[config.mk]
export PLATFORM = sky130hd
export DESIGN_NAME = regfile_writeback
export DESIGN_NICKNAME = d
export VERILOG_FILES = /design/src/rtl/regfile_writeback.sv
export SDC_FILE = /design/constraint.sdc
export NUM_CORES = 1
export LEC_CHECK = 0
export CAP_MARGIN = 20
export CORE_MARGIN = 2
export CORE_UTILIZATION = 30
export DETAILED_ROUTE_END_ITERATION = 8
export SLEW_MARGIN = 20
export SYNTH_ARGS = -nofsm -noshare
export SYNTH_HDL_FRONTEND = slang
export SYNTH_SLANG_ARGS = --single-unit
export TNS_END_PERCENT = 100
[constraint.sdc]
create_clock -name clk -period 3.11 [get_ports clk]
set_input_delay 0.7775 -clock clk [delete_from_list [all_inputs] [get_ports clk]]
set_output_delay 0.7775 -clock clk [all_outputs]
set_load 0.02 [all_outputs]
[src/rtl/regfile_writeback.sv]
// Register-file writeback arbiter: ALU results win over a 2-deep load FIFO,
// with starvation relief for loads and same-cycle forwarding of the write.
module regfile_writeback #(
  parameter int STARVE_LIMIT = 4
) (
  input  logic        clk,
  input  logic        rst,
  input  logic        aluValid,
  input  logic [4:0]  aluRd,
  input  logic [31:0] aluData,
  input  logic        memValid,
  input  logic [4:0]  memRd,
  input  logic [31:0] memData,
  output logic        memReady,
  output logic        aluStall,
  output logic        WE,
  output logic [4:0]  writePortSEL,
  output logic [31:0] writePort,
  input  logic [4:0]  readPort1SEL,
  input  logic [4:0]  readPort2SEL,
  output logic        fwd1Hit,
  output logic        fwd2Hit,
  output logic [31:0] fwd1Data,
  output logic [31:0] fwd2Data
);

  localparam logic [3:0] LIM = 4'(STARVE_LIMIT);

  logic [4:0]  fifo_rd   [2];
  logic [31:0] fifo_data [2];
  logic        wr_ptr;
  logic        rd_ptr;
  logic [1:0]  count;
  logic [1:0]  count_next;
  logic [3:0]  starve_cnt;
  logic [3:0]  starve_next;
  logic        stall_q;
  logic        we_q;
  logic [4:0]  sel_q;
  logic [31:0] data_q;

  logic mem_ready;
  logic push;
  logic pop;
  logic alu_live;

  assign mem_ready = (count < 2'd2) && !rst;
  assign push      = memValid && mem_ready && (memRd != 5'd0);
  assign alu_live  = aluValid && (aluRd != 5'd0) && !stall_q;
  // Pop decision uses the pre-push count, so nothing falls through.
  assign pop       = !alu_live && (count != 2'd0);

  assign count_next = count + {1'b0, push} - {1'b0, pop};

  always_comb begin
    starve_next = starve_cnt;
    if (pop || count == 2'd0) begin
      starve_next = 4'd0;
    end else if (alu_live && starve_cnt != LIM) begin
      starve_next = starve_cnt + 4'd1;
    end
  end

  always_ff @(posedge clk) begin
    if (rst) begin
      wr_ptr     <= 1'b0;
      rd_ptr     <= 1'b0;
      count      <= 2'd0;
      starve_cnt <= 4'd0;
      stall_q    <= 1'b0;
      we_q       <= 1'b0;
      sel_q      <= 5'd0;
      data_q     <= 32'd0;
    end else begin
      if (push) wr_ptr <= ~wr_ptr;
      if (pop) rd_ptr <= ~rd_ptr;
      count      <= count_next;
      starve_cnt <= starve_next;
      stall_q    <= (starve_next == LIM);
      we_q       <= alu_live || pop;
      if (alu_live) begin
        sel_q  <= aluRd;
        data_q <= aluData;
      end else if (pop) begin
        sel_q  <= fifo_rd[rd_ptr];
        data_q <= fifo_data[rd_ptr];
      end
    end
  end

  always_ff @(posedge clk) begin
    if (push) begin
      fifo_rd[wr_ptr]   <= memRd;
      fifo_data[wr_ptr] <= memData;
    end
  end

  // Outputs read as idle for the whole time reset is held.
  assign memReady     = mem_ready;
  assign aluStall     = stall_q && !rst;
  assign WE           = we_q && !rst;
  assign writePortSEL = rst ? 5'd0 : sel_q;
  assign writePort    = rst ? 32'd0 : data_q;

  assign fwd1Hit  = WE && (writePortSEL == readPort1SEL) && (readPort1SEL != 5'd0);
  assign fwd2Hit  = WE && (writePortSEL == readPort2SEL) && (readPort2SEL != 5'd0);
  assign fwd1Data = writePort;
  assign fwd2Data = writePort;

endmodule

==> flow_results.xml <==
<?xml version="1.0" encoding="UTF-8"?>
<metrics>
  <group name="outcome">
    <metric name="outcome" unit="">finished clean</metric>
  </group>
  <group name="cts">
    <metric name="numClockSinks" unit="">122</metric>
    <metric name="tritoncts" unit="">done</metric>
    <metric name="cts_hold_repair.buffers" unit="">0</metric>
    <metric name="clkLatencyLatePin" unit="ps">410</metric>
    <metric name="clk_path_buf_depth" unit="">2</metric>
    <metric name="clock-root-buffer" unit="">clkbuf_16</metric>
    <metric name="cts_made_buffers" unit="">17</metric>
    <metric name="maximum_level_of_the_cts_h_tree" unit="">4</metric>
    <metric name="clk_transition_reported_paths" unit="ps">60</metric>
  </group>
  <group name="routing">
    <metric name="drc" unit="">0</metric>
    <metric name="post_drt_wl_per_cell" unit="um">15.0</metric>
    <metric name="detail_route.first_pass.iterations" unit="">4</metric>
    <metric name="postRouteWirelength" unit="um">13600</metric>
    <metric name="vias_per_cell" unit="">4.63</metric>
    <metric name="drtAntennaViolNets" unit="">0</metric>
    <metric name="detailedRoute.firstIterationViolations" unit="">193</metric>
    <metric name="via_count" unit="">4184</metric>
  </group>
  <group name="sta">
    <metric name="grt_setup_unrepaired" unit="">false</metric>
    <metric name="worst-slew-pin-transition" unit="ps">748</metric>
    <metric name="timing_max_transition_violations_final" unit="">0</metric>
    <metric name="hold_violations" unit="">0</metric>
    <metric name="clock.fmax" unit="GHz">0.335</metric>
    <metric name="fin_crit" unit="ps">2980</metric>
    <metric name="fin_crit_sh" unit="%">95.9</metric>
    <metric name="fin_worst_skew" unit="ps">4.51</metric>
    <metric name="final_critical_path_setup_slack" unit="ps">126</metric>
    <metric name="timing.final.setup_violations" unit="">0</metric>
    <metric name="timing.max_slew.rel_slack" unit="%">50.1</metric>
  </group>
  <group name="floorplan">
    <metric name="die_x_extent" unit="um">141</metric>
    <metric name="design.die.area" unit="mm^2">0.0200</metric>
    <metric name="design.core.area" unit="mm^2">0.0186</metric>
    <metric name="rows" unit="">50</metric>
    <metric name="pin_count" unit="">194</metric>
    <metric name="initial_utilization" unit="%">30.4</metric>
    <metric name="height_of_the_die" unit="um">141</metric>
  </group>
  <group name="critical_path">
    <metric name="setup.reg_to_reg.worst_slack" unit="ps">1360</metric>
    <metric name="path_max_fanout" unit="">3</metric>
    <metric name="worstSetupEndpointType" unit="">output pin</metric>
    <metric name="cp_data_arrival_time" unit="ps">2210</metric>
    <metric name="criticalPathCategory" unit="">in -&gt; out</metric>
    <metric name="startpoint_type" unit="">input port</metric>
    <metric name="critPathRequiredTime" unit="ps">2330</metric>
  </group>
  <group name="yosys">
    <metric name="postSynth.asyncResetShare" unit="%">0</metric>
    <metric name="synth_area_per_cell" unit="um^2">10.9</metric>
    <metric name="synth-seq-area-share" unit="%">56.1</metric>
    <metric name="yosysUniqueCellTypes" unit="">35</metric>
    <metric name="postSynth.topFlopCell" unit="">edfxtp_1</metric>
    <metric name="synth.largest_area_cell" unit="">edfxtp_1</metric>
    <metric name="post_synth_main_area_contributors" unit="">edfxtp_1 39%, dfxtp_1 17%, buf_4 8.5%</metric>
    <metric name="post-synth-top-area-fraction" unit="%">39.2</metric>
    <metric name="yosysWarningCount" unit="">0</metric>
    <metric name="syn-instance-count" unit="">522</metric>
    <metric name="cell_area_synth" unit="mm^2">0.00567</metric>
    <metric name="postSynthRegisterBits" unit="">122</metric>
    <metric name="synth-edff-count" unit="">74</metric>
    <metric name="postSynthNetCount" unit="">614</metric>
    <metric name="yosys.cell_count.top_type" unit="">edfxtp_1</metric>
    <metric name="synth_commonest_cells" unit="">74 x edfxtp_1, 73 x nand2_1, 64 x buf_4, 48 x dfxtp_1</metric>
  </group>
  <group name="cells_and_area">
    <metric name="layout-drive-gt1-share" unit="%">8.22</metric>
    <metric name="post_layout_nonfiller_instances" unit="">903</metric>
    <metric name="final-seq-area" unit="mm^2">0.00318</metric>
    <metric name="multi_input_comb_area" unit="mm^2">0.00188</metric>
    <metric name="syn2layout_area_growth" unit="%">43.2</metric>
    <metric name="num-fill-cells" unit="">1730</metric>
    <metric name="final_cell_area_excluding_filler_cells" unit="mm^2">0.00812</metric>
    <metric name="net_count_of_the_finished_layout" unit="">749</metric>
    <metric name="final_core_util" unit="%">43.6</metric>
    <metric name="diodes_inserted" unit="">0</metric>
  </group>
  <group name="placed_design">
    <metric name="placed_cells" unit="">872</metric>
    <metric name="placed_area" unit="mm^2">0.00750</metric>
    <metric name="numPortBuffers" unit="">193</metric>
    <metric name="placement.setup.worst_slack" unit="ps">-282</metric>
    <metric name="place.gp.congestion" unit="">0.749</metric>
    <metric name="dp_hpwl" unit="um">9590</metric>
  </group>
  <group name="hold_path">
    <metric name="worst_hold_path_type" unit="">reg -&gt; reg</metric>
  </group>
  <group name="global_routing">
    <metric name="grt_use_met3" unit="%">3.51</metric>
    <metric name="grt_overflow_total" unit="">0</metric>
    <metric name="antenna_found_initial" unit="">0</metric>
    <metric name="grt_start_max_net_pins" unit="">45</metric>
    <metric name="met2_layer_usage_reported_by_global_route" unit="%">23.6</metric>
    <metric name="grt.busiest_layer" unit="">met2</metric>
    <metric name="grt_usage" unit="%">13.6</metric>
    <metric name="first_global_vias" unit="">4192</metric>
    <metric name="wire_length_of_the_first_global_routing_pass" unit="um">21200</metric>
    <metric name="global_route.usage.met1" unit="%">15.9</metric>
  </group>
  <group name="power">
    <metric name="static_leakage" unit="nW">2.78</metric>
    <metric name="powerDensity" unit="mW/mm^2">684</metric>
    <metric name="vdd_drop_max" unit="uV">377</metric>
  </group>
  <group name="job">
    <metric name="timing.max_cap.violations" unit="">0</metric>
  </group>
</metrics>
==> per-layer routing <==
| metal | vias to the layer above | share of wire (%) |
|---|---|---|
| met5 | - | 0 |
| met3 | 19 | 5.3 |
| li1 | 2051 | - |
| met2 | 149 | 51 |
| met4 | 0 | 2.0 |
| met1 | 1965 | 42 |
==> metrics by stage <==
stage	TNS [ps]	hold slack, ps	total power [mW]
finish	0	499	5.56
floorplan	-3410	480	3.01
global placement	-408	482	3.47
global route	0	541	5.83
CTS	0	511	5.63
detailed placement	-550	502	3.51
==> worst paths after layout <==
path	from	cells after the start	endpoint
setup / recovery	readPort1SEL[3]	6	fwd1Hit
hold / removal	rd_ptr	2	flip-flop
setup reg to reg	count[1]	3	stall_q
hold reg to reg	rd_ptr	2	flip-flop
==> worst max-delay path: stages <==
cell and delay [ps]:
clkdlybuf4s50_1 510, nor4bb_1 280, a31oi_1 90, o21a_1 200
nor3_1 150, clkbuf_2 200
==> repair_timing <==
action | in CTS | in global routing
cloned | 0 | 0
buffers inserted | 0 | 0
setup endpoints to repair | 2 | 2
gates resized for setup | 4 | 4
==> placed cells by master (no fill, tap or decap), drive strengths merged, types with 2 or more instances in the layout <==
master	count
nor2	17
clkinv	7
nor4bb	2
o211ai	37
clkdlybuf4s50	190
bufinv	5
xnor2	7
dfxtp	48
a31oi	2
a21oi	42
edfxtp	74
ha	4
nor2b	42
xor2	3
nor4	2
nor3	5
mux2i	38
nand2	73
buf	17
inv	7
nand3	4
o21a	2
o21ai	10
or4	2
clkbuf	19
==> power by group <==
| group | switching, mW | internal (mW) | total [mW] |
|---|---|---|---|
| logic | 0.770 | 0.676 | 1.45 |
| clock network | 0.687 | 1.41 | 2.09 |
| registers | 0.110 | 1.91 | 2.02 |
==> logic make-up (layout without fill, tap and decap cells) <==
logic type               Yosys count  in the layout  synth area share [%]
XOR/XNOR                          10             10                  1.54
adder cells (fa/ha/maj)            4              4                 0.883
flip-flops                       122            122                  56.1
multiplexers                      38             38                  6.71
AO/OA/AOI/OAI                     96             96                  10.6
buffers and inverters             99            246                  11.1
AND/OR/NAND/NOR                  153            153                  13.0
==> state kept, by name, indices dropped and copies added (netlist names), named ones only <==
signal      cells
fifo_rd        10
data_q         32
sel_q           5
rd_ptr          1
starve_cnt      4
wr_ptr          1
we_q            1
fifo_data      64
count           2
stall_q         1
==> cell type report <==
cell class	instances	share of cell area, %
tap	234	3.60
clock inverter	14	2.50
timing repair buffer	209	26.0
inverter	6	0.277
clock buffer	17	5.24
multi-input combinational	301	23.2
sequential	122	39.2
(Power assumes the default switching activity.)
